<file path="config.mk">
export PLATFORM = sky130hd
export DESIGN_NAME = sar_conv_sequencer
export DESIGN_NICKNAME = d
export VERILOG_FILES = /design/src/rtl/sar_conv_sequencer.sv
export SDC_FILE = /design/constraint.sdc
export NUM_CORES = 1
export LEC_CHECK = 0
export BUFFER_PORTS_ARGS = -buffer_cell sky130_fd_sc_hd__buf_2
export CAP_MARGIN = 30
export CORE_ASPECT_RATIO = 2
export CORE_MARGIN = 3
export CORE_UTILIZATION = 55
export DETAILED_ROUTE_END_ITERATION = 6
export MAX_ROUTING_LAYER = met4
export PLACE_DENSITY = 0.8
export SYNTH_ARGS = -nofsm -noshare
export SYNTH_HDL_FRONTEND = slang
export SYNTH_SLANG_ARGS = --single-unit
</file>
<file path="constraint.sdc">
create_clock -name clk_ready -period 2.6 [get_ports clk_ready]
set_input_delay 0.13 -clock clk_ready [delete_from_list [all_inputs] [get_ports clk_ready]]
set_output_delay 0.13 -clock clk_ready [all_outputs]
set_load 0.03 [all_outputs]
</file>
<file path="src/rtl/sar_conv_sequencer.sv">
// SAR conversion sequencer: scans masked channels, tracks/samples each one, then runs a
// NUM_BITS binary search on dac_code from cmp_in and posts results to a 1-entry output register.
module sar_conv_sequencer #(
  parameter int unsigned NUM_BITS      = 8,
  parameter int unsigned NUM_CH        = 4,
  parameter int unsigned SAMPLE_CYCLES = 2,
  parameter int unsigned CH_W          = (NUM_CH > 1) ? $clog2(NUM_CH) : 1
) (
  input  logic                clk_ready,
  input  logic                reset,
  input  logic                start,
  input  logic                mode,
  input  logic [NUM_CH-1:0]   ch_mask,
  input  logic                cmp_in,
  output logic                sample_en,
  output logic [CH_W-1:0]     ch_sel,
  output logic [NUM_BITS-1:0] dac_code,
  output logic                busy,
  output logic [NUM_BITS-1:0] data,
  output logic [CH_W-1:0]     data_ch,
  output logic                data_valid,
  input  logic                data_ready,
  output logic                overrun
);

  localparam int unsigned K_W  = $clog2(NUM_BITS);
  localparam int unsigned SC_W = (SAMPLE_CYCLES > 1) ? $clog2(SAMPLE_CYCLES) : 1;

  typedef enum logic [1:0] {IDLE, SAMPLE, CONVERT} state_t;

  state_t              state_q, state_d;
  logic [NUM_CH-1:0]   mask_q, mask_d;
  logic                mode_q, mode_d;
  logic [K_W-1:0]      k_q, k_d;
  logic [SC_W-1:0]     cnt_q, cnt_d;
  logic [CH_W-1:0]     ch_sel_d, data_ch_d, nxt_ch;
  logic [NUM_BITS-1:0] dac_d, data_d, trial;
  logic                sample_en_d, busy_d, valid_d, overrun_d, found;

  function automatic logic [CH_W-1:0] lowest_set(input logic [NUM_CH-1:0] m);
    lowest_set = '0;
    for (int i = int'(NUM_CH) - 1; i >= 0; i--)
      if (m[i]) lowest_set = CH_W'(i);
  endfunction

  // State and output registers
  always_ff @(posedge clk_ready) begin
    if (reset) begin
      state_q    <= IDLE;
      mask_q     <= '0;
      mode_q     <= 1'b0;
      k_q        <= '0;
      cnt_q      <= '0;
      sample_en  <= 1'b0;
      ch_sel     <= '0;
      dac_code   <= '0;
      busy       <= 1'b0;
      data       <= '0;
      data_ch    <= '0;
      data_valid <= 1'b0;
      overrun    <= 1'b0;
    end else begin
      state_q    <= state_d;
      mask_q     <= mask_d;
      mode_q     <= mode_d;
      k_q        <= k_d;
      cnt_q      <= cnt_d;
      sample_en  <= sample_en_d;
      ch_sel     <= ch_sel_d;
      dac_code   <= dac_d;
      busy       <= busy_d;
      data       <= data_d;
      data_ch    <= data_ch_d;
      data_valid <= valid_d;
      overrun    <= overrun_d;
    end
  end

  // Next-state and next-output logic
  always_comb begin
    state_d     = state_q;
    mask_d      = mask_q;
    mode_d      = mode_q;
    k_d         = k_q;
    cnt_d       = cnt_q;
    sample_en_d = sample_en;
    ch_sel_d    = ch_sel;
    dac_d       = dac_code;
    data_d      = data;
    data_ch_d   = data_ch;
    valid_d     = data_valid;
    overrun_d   = overrun;
    trial       = dac_code;
    found       = 1'b0;
    nxt_ch      = '0;

    if (data_valid && data_ready) valid_d = 1'b0;

    case (state_q)
      IDLE: begin
        sample_en_d = 1'b0;
        dac_d       = '0;
        if (start && (|ch_mask)) begin
          mask_d      = ch_mask;
          mode_d      = mode;
          ch_sel_d    = lowest_set(ch_mask);
          cnt_d       = '0;
          sample_en_d = 1'b1;
          state_d     = SAMPLE;
        end
      end

      SAMPLE: begin
        dac_d = '0;
        if (cnt_q == SC_W'(SAMPLE_CYCLES - 1)) begin
          sample_en_d = 1'b0;
          dac_d       = NUM_BITS'(1) << (NUM_BITS - 1);
          k_d         = K_W'(NUM_BITS - 1);
          state_d     = CONVERT;
        end else begin
          cnt_d = cnt_q + SC_W'(1);
        end
      end

      CONVERT: begin
        if (!cmp_in) trial[k_q] = 1'b0;
        if (k_q != '0) begin
          trial[k_q - K_W'(1)] = 1'b1;
          k_d   = k_q - K_W'(1);
          dac_d = trial;
        end else begin
          data_d    = trial;
          data_ch_d = ch_sel;
          valid_d   = 1'b1;
          if (data_valid && !data_ready) overrun_d = 1'b1;
          dac_d     = '0;
          // Next enabled channel above the current one; wrap only in continuous mode
          for (int i = int'(NUM_CH) - 1; i >= 0; i--)
            if (mask_q[i] && (CH_W'(i) > ch_sel)) begin
              found  = 1'b1;
              nxt_ch = CH_W'(i);
            end
          if (mode_q) begin
            if (!found) nxt_ch = lowest_set(mask_q);
            found = start;
          end
          if (found) begin
            ch_sel_d    = nxt_ch;
            cnt_d       = '0;
            sample_en_d = 1'b1;
            state_d     = SAMPLE;
          end else begin
            state_d = IDLE;
          end
        end
      end

      default: state_d = IDLE;
    endcase

    busy_d = (state_d != IDLE);
  end

endmodule

</file>
======== Yosys cells after proc, flatten, opt, wreduce, memory -nomap -nowiden ========
Index checks and enable logic that the tools add are counted.
operators by class
  add/subtract/negate cells ............... 2
  reductions and logical operators ........ 24
  equal/unequal tests ..................... 7
  bitwise gates (word level) .............. 4
  order comparisons ....................... 8
  muxes and demuxes ....................... 57
operators by type and width
  operator                                                                        count
  2-bit two-way mux                                                               20
  8-bit two-way mux                                                               4
  8-bit one-hot mux with 3 select lines                                           1
  1-bit two-way mux                                                               23
  4-bit AND reduction                                                             3
  2-bit != test, second input constant                                            5
  1-bit logical AND                                                               9
  8-bit bitwise AND                                                               1
  3-bit by 4-bit < comparator with 1-bit output, second input constant            2
  8-bit NOT                                                                       1
  8-bit OR                                                                        1
  1-bit demux with 3-bit select                                                   2
  3-bit by 1-bit >= comparator with 1-bit output, second input constant           2
  3-bit two-way mux                                                               2
  1-bit one-hot mux with 3 select lines                                           2
  2-bit one-hot mux with 3 select lines                                           1
  3-bit one-hot mux with 2 select lines                                           1
  3-bit AND reduction                                                             2
  2-bit nonzero test                                                              3
  3-bit nonzero test                                                              2
  1-bit by 2-bit greater-than comparator with 1-bit output, first input constant  2
  2-bit greater-than comparator, first input constant                             2
  2-bit one-hot mux with 2 select lines                                           1
  2-bit AND reduction                                                             2
  8 further kinds                                                                 8
storage, ports and cells
  flip-flop bits (word level) ............. 35
  logic and storage cells ................. 115
  input port bits ......................... 10
  output and inout bits ................... 24

======== Longest topological paths before layout ========
Gate-level depths: netlist of run 1.
  word-level depth ........................ 15
  gate-level depth with buffers ........... 8

======== Least setup slack after synthesis of run 1 ========
Ideal clock, no wire load.
  kind .................................... register to register
  start ................................... register state_q[0]
  end ..................................... register dac_code[6]
  stages on the path, launching flop included .. 7
  arrival time ............................ 1661 ps
  clock period less this slack ............ 1731 ps
  required time ........................... 2529 ps
  slack ................................... 869 ps
  cells stage by stage .................... dfxtp_1 inv_1 ha_1 and2b_1 nand3_4 or4_1 a21oi_1
between the ends
  word-level cells in the longest chain between the ends .. 2
RTL lines
  what                                                                                line  text
  start: declaration                                                                  31    state_t state_q, state_d;
  start signal: assignment                                                            63    state_q <= state_d;
  2-bit == test (tied with other cells)                                               99    case (state_q)
  8-bit one-hot mux with 3 select lines / 3-bit nonzero test (equally long branches)  --
  end signal: assignment                                                              56    dac_code <= '0;
  end signal: assignment                                                              70    dac_code <= dac_d;
  end: declaration                                                                    17    output logic [NUM_BITS-1:0] dac_code,
Several ways; a longest one is shown, not always the timed one.
A chain may end at the register's enable or synchronous reset.

======== Worst setup path in the final report of run 1 ========
  start ................................... register k_q[0]
  end ..................................... register busy
between the ends
  word-level cells in the longest chain between the ends .. 4
RTL lines
  what                                   line  text
  start: declaration                     34    logic [K_W-1:0] k_q, k_d;
  start signal: assignment               66    k_q <= k_d;
  3-bit nonzero test                     127   if (k_q != '0) begin
  2-bit two-way mux                      127
  2-bit one-hot mux with 3 select lines  99
  2-bit nonzero test                     161   busy_d = (state_d != IDLE);
  end signal: assignment                 71    busy <= busy_d;
  end: declaration                       18    output logic busy,
Every way passes these cells.

==> results of run 1 <==
[worst reg2reg max path, cell delays in order, from the launching register on]
cell	delay, ps
dfxtp_1	520
inv_1	180
ha_1	270
nand2b_2	140
or2_1	470
nor3_1	150
o31a_1	320
[stage by stage]
step	util (%)	setup slack, ps	total power, uW
after floorplan	-	869	787
after global placement	63.2	558	839
after detailed placement	63.2	475	843
after CTS	65.8	466	1210
after global routing	65.8	273	1270
final	65.8	450	1200
[flip-flops by register name, indices dropped and copies added, names as in the netlist]
register,count
busy,1
ch_sel,2
cnt_q,1
dac_code,8
data,8
data_ch,2
data_valid,1
k_q,3
mask_q,4
mode_q,1
overrun,1
sample_en,1
state_q,2
[synth_stat cells, types with 2 or more instances]
library cell	n	area [um2]
dfxtp_1	35	701
a21oi_1	34	170
nand2_1	30	113
nor2_1	18	67.6
o21ai_1	12	60.1
inv_1	11	41.3
nand3_1	11	55.1
ha_1	6	75.1
clkbuf_1	5	18.8
nor3_1	5	25.0
a31oi_1	4	25.0
o21ai_0	4	20.0
a211oi_1	3	22.5
buf_2	3	15.0
nand2b_1	3	18.8
a22oi_1	2	15.0
and2_1	2	12.5
and3_1	2	12.5
buf_4	2	15.0
nand4_1	2	12.5
nor2b_1	2	12.5
nor4_1	2	12.5
o211ai_1	2	15.0
o21a_1	2	15.0
[cells by family (layout without fill, tap and decap cells)]
family          after synthesis  in the layout
buf+inv                      22             55
compound gates               78             78
fa+ha+maj                     6              6
mux                           1              1
simple gates                 86             86
flops                        35             35
xor+xnor                      2              2
[worst paths after layout]
| check | start | endpoint | slack, ps |
|---|---|---|---|
| hold / removal | mode | mode_q$_SDFFE_PP0P_ | 110 |
| setup / recovery | k_q[0]$_SDFFE_PP0P_ | busy$_SDFF_PP0_ | 450 |
| hold reg to reg | data[5]$_SDFFE_PP0P_ | data[5]$_SDFFE_PP0P_ | 450 |
| setup reg to reg | k_q[0]$_SDFFE_PP0P_ | busy$_SDFF_PP0_ | 450 |
[layout make-up]
type                    instances  area share (%)
flip-flops and latches         35            33.4
inverters                      11            1.97
clock inverters                 1           0.238
multi-input cells             173            50.0
well taps                      31            1.85
clock buffers                   7            3.64
repair buffers                 36            8.94
[report_power, final]
| group | internal [uW] | total, uW | switching, uW | leakage, uW |
|---|---|---|---|---|
| Clock | 188 | 369 | 181 | 0.0000422 |
| Combinational | 86.0 | 243 | 157 | 0.000537 |
| Sequential | 558 | 590 | 32.1 | 0.000284 |
| Total | 832 | 1200 | 371 | 0.000864 |
[layer usage]
metal  track usage (%)  vias up
met4              12.8        0
li1                  -      882
met3              4.53       12
met2              41.9       46
met1              23.7      797
met5                 -        -
[layout by cell type (no fill, tap or decap), types with 2 or more instances in the layout]
master and count:
dfxtp_1 35, a21oi_1 34, buf_2 33, nand2_1 30, nor2_1 18, o21ai_1 12
inv_1 11, nand3_1 11, ha_1 6, nor3_1 5, clkbuf_8 5, o21ai_0 4
a31oi_1 4, nand2b_1 3, a211oi_1 3, buf_4 3, nor4_1 2, o211ai_1 2
nor2b_1 2, and2_1 2, o21a_1 2, and3_1 2, nand4_1 2, a22oi_1 2
clkbuf_1 2
==> metrics, run 1 <==
DIE HEIGHT=88.1 um; first-pass GRT wire length=roughly 7000 um; IO Pins=34; Die W=~47 um; Vias=1737; fmax=between 400 and 500 MHz; Final min period=~2100 ps; Synth Area in XOR/XNOR=less than 1%; Worst Reg2Reg Path Length in Cells=6; CP Class=reg -> reg; nets@finish=278; GPL Wtd Cong=between 0.8 and 0.9; CTS root buffer=clkbuf_8; Post-Syn Area=between 1500 and 2000 um2; clk_skew=4.60 ps; unrepaired setup endpoints after global routing=false; largest net degree at the start of global routing=19; WL met2=2530 um; vias in the first global route=1636; initial antenna violation count=0; CP Depth=6; Synth Flop Type=dfxtp_1; DR pass1 iterations=4; Avg Synthesized Cell Area=8.06 um2; CP max FO=15; hold_ws=111 ps; synth warn=0; delay-heaviest family, CP=simple AND/OR/NAND/NOR gates; Cell Chain, Critical Path=inv_1 > ha_1 > nand2b_2 > or2_1 > nor3_1 > o31a_1; Clock Latency Late Sink=280 ps; clock transition at the registers of the reported paths=around 70 ps; initial drt markers=70; CP Capture Type=flip-flop; Total GRT Usage=between 20% and 30%; register area=about 700 um2; postcts setup bufs=0; register area share after synthesis=between 30% and 40%; Post-Place Cell Area=roughly 2000 um2; Synth async-reset ratio=0%; Yosys reg bits=35; mux share of post-synthesis cell area=less than 1%; Initial Util=58.0%; slowest stage delay, CP=between 500 and 600 ps; Met1 Routed Length=approximately 1500 um; antenna viol nets, final=0; EDFF count, synth=0; Final setup viols=0; Non-Filler Instances=294; H-tree levels=2; multi-input combinational cell area=between 1000 and 1500 um2; gr ovfl total=0; hold path cells=3; CTS sink count=35; Syn Nets=between 200 and 250; Crit path arrival time=roughly 2300 ps; highest routed layer=met4; Post-Synth Adder-Cell Area=4.05%; Final Hold Viols=0; Row Count=29; Mapped Cells=between 200 and 250; Port Buffers=33; share of cells above drive strength 1=a little over a fifth; Critical path buffers and inverters=1; Slew HR=64.4%; number of CTS-inserted buffers=5; PD cells=around 570 nW/um2; DR WL met3=roughly 170 um; worst endpoint required time=2770 ps; Placed Cells incl. Taps=~290; max-slew violations=0; CTS tree=built; Vias/cell=about 5.9; Hold Path Class=in -> reg; clock tree buffer depth=2; drt total wl=4360 um; synth unique cells=52; DRC violations left=0; VDD IR-drop max=375 uV; status=finished clean; Final period util=82.7%; post-route cell area=2100 um2; TNS Setup=0 ps; Leakage Power=0.000864 uW; Compound-Gate Fraction of Synth Area=27.8%; crit path launch type=flip-flop; Core Region=approximately 3200 um2; ant diodes=0; Die ar.=between 4000 and 5000 um2; Area Growth Syn to Fin=13.3%; Synth Area in Simple Gates=a little under a quarter; main combinational cell family by area after synthesis=compound AO/OA/AOI/OAI gates; Max stage delay cell, worst path=dfxtp_1; measured slew at the worst slew-check pin=between 500 and 600 ps; Avg WL per Cell=around 15 um; post-cts sizing count=0; Fillers=298; hpwl dp=roughly 3400 um; max-cap violation count=0; cts-stage hold buffer count=0
(Power assumes the default switching activity.)
==> run 2, diff against run 1 <==
clock period = 2.15 ns   (was 2.6 ns; I/O delays follow)
==> run 2 against run 1 <==
Compared with the run above:
- critical path depth is 1 higher
- power rose by 24%
- clock power increased by 27%
- core utilization is 1.2 points higher
- fmax is 14% higher
- final cell count is 1.4% higher
- flip-flop and latch count did not move
- clock skew is essentially flat
- worst hold slack worse by 39 ps
- sequential power grew 19%
- via count grew 3.7%
- non-clock buffer count grew 4
==> metrics, run 2 (same netlist as run 1, synthesis figures left out) <==
slowest stage delay, CP=around 400 ps; hold path cells=3; Die ar.=around 4100 um2; post-cts sizing count=0; antenna viol nets, final=0; Leakage Power=0.000882 uW; max-cap violation count=0; Fillers=298; commonest non-fill, non-tap cell in the layout=dfxtp_1; Area Growth Syn to Fin=15.3%; CP Depth=7; initial drt markers=48; DR pass1 iterations=4; cts-stage hold buffer count=0; status=finished clean; Max stage delay cell, worst path=dfxtp_1; CP max FO=8; Initial Util=about three fifths; largest net degree at the start of global routing=19; Clock Latency Late Sink=280 ps; multi-input combinational cell area=roughly 1000 um2; drt total wl=around 4500 um; Die W=approximately 47 um; CTS sink count=35; fmax=~530 MHz; IO Pins=34; TNS Setup=0 ps; Crit path arrival time=approximately 2100 ps; gr ovfl total=0; clock tree buffer depth=2; Total GRT Usage=25.2%; number of CTS-inserted buffers=5; measured slew at the worst slew-check pin=~380 ps; crit path launch type=flip-flop; Worst Reg2Reg Path Length in Cells=7; DRC violations left=0; Vias/cell=a little over 6; clk_skew=about 4.4 ps; CTS root buffer=clkbuf_8; GPL Wtd Cong=0.854; postcts setup bufs=0; Avg WL per Cell=about 15 um; CP Capture Type=flip-flop; max-slew violations=0; Placed Cells incl. Taps=a little under 300; Final period util=slightly below 90%; Vias=approximately 1800; first-pass GRT wire length=around 7500 um; hpwl dp=between 3000 and 4000 um; nets@finish=approximately 280; clock transition at the registers of the reported paths=roughly 70 ps; share of cells above drive strength 1=a little under a quarter; vias in the first global route=between 1500 and 2000; Critical path buffers and inverters=2; PD cells=696 nW/um2; worst endpoint required time=2370 ps; CTS tree=built; Core Region=~3200 um2; Cell Chain, Critical Path=inv_1 > ha_1 > buf_4 > a2bb2oi_2 > o211ai_2 > or3_1 > a21oi_1; delay-heaviest family, CP=compound AO/OA/AOI/OAI gates; Final setup viols=0; CP Class=reg -> reg; H-tree levels=2; Hold Path Class=in -> reg; Port Buffers=33; Largest regs=dac_code x8, data x8, mask_q x4; most frequent cells in the layout=dfxtp_1, a21oi_1, buf_2, nand2_1, nor2_1; register area=around 700 um2; Final min period=roughly 1900 ps; initial antenna violation count=0; Final Hold Viols=0; Row Count=29; DIE HEIGHT=a little under 90 um; VDD IR-drop max=~610 uV; Non-Filler Instances=approximately 300; unrepaired setup endpoints after global routing=false; Slew HR=about three quarters; ant diodes=0
run 2: power by group:
| group | leakage [uW] | switching, uW | internal (uW) |
|---|---|---|---|
| Sequential | 0.000284 | 25.7 | 675 |
| Clock | 0.0000402 | 242 | 225 |
| Combinational | 0.000557 | 209 | 111 |
run 2: worst paths after layout:
kind | start | endpoint | slack [ps]
max | state_q[0]$_SDFF_PP0_ | sample_en$_SDFFE_PP0P_ | 270
min | mode | mode_q$_SDFFE_PP0P_ | 70
max reg2reg | state_q[0]$_SDFF_PP0_ | sample_en$_SDFFE_PP0P_ | 270
min reg2reg | data[3]$_SDFFE_PP0P_ | data[3]$_SDFFE_PP0P_ | 450
run 2: routing by layer:
layer	global-route usage [%]	share of wire, %	up-vias
met3	3.91	4.1	20
met2	43.6	56	67
met1	25.3	36	831
met5	-	0	-
li1	-	-	884
met4	13.9	4.1	0
run 2: layout make-up:
class	instances	area share [%]
multi-input cells	173	49.1
flip-flops and latches	35	32.8
repair buffers	40	10.2
clock buffers	5	3.22
inverters	11	1.93
well taps	31	1.81
clock inverters	3	0.937
run 2: through the flow:
stage / cell area (um2) / total power (uW) / util [%] / worst slack [ps] / hold WS [ps]
6_report: 2140 / 1490 / 66.9 / 270 / 71.6
5_1_grt: 2140 / 1560 / 66.9 / 82.0 / 82.2
4_1_cts: 2140 / 1500 / 66.9 / 262 / 72.9
3_5_place_dp: 2050 / 1030 / 64.1 / 289 / 374
3_3_place_gp: 2050 / 1030 / 64.1 / 332 / 364
2_1_floorplan: 1850 / 951 / - / 419 / 255
run 2: worst reg2reg max path, delay by kind of cell, from the launching register on:
kind            cells  cell delay, ps
buf+inv             2             290
compound gates      3             510
simple gates        1             360
fa+ha+maj           1             260
flops               1             400
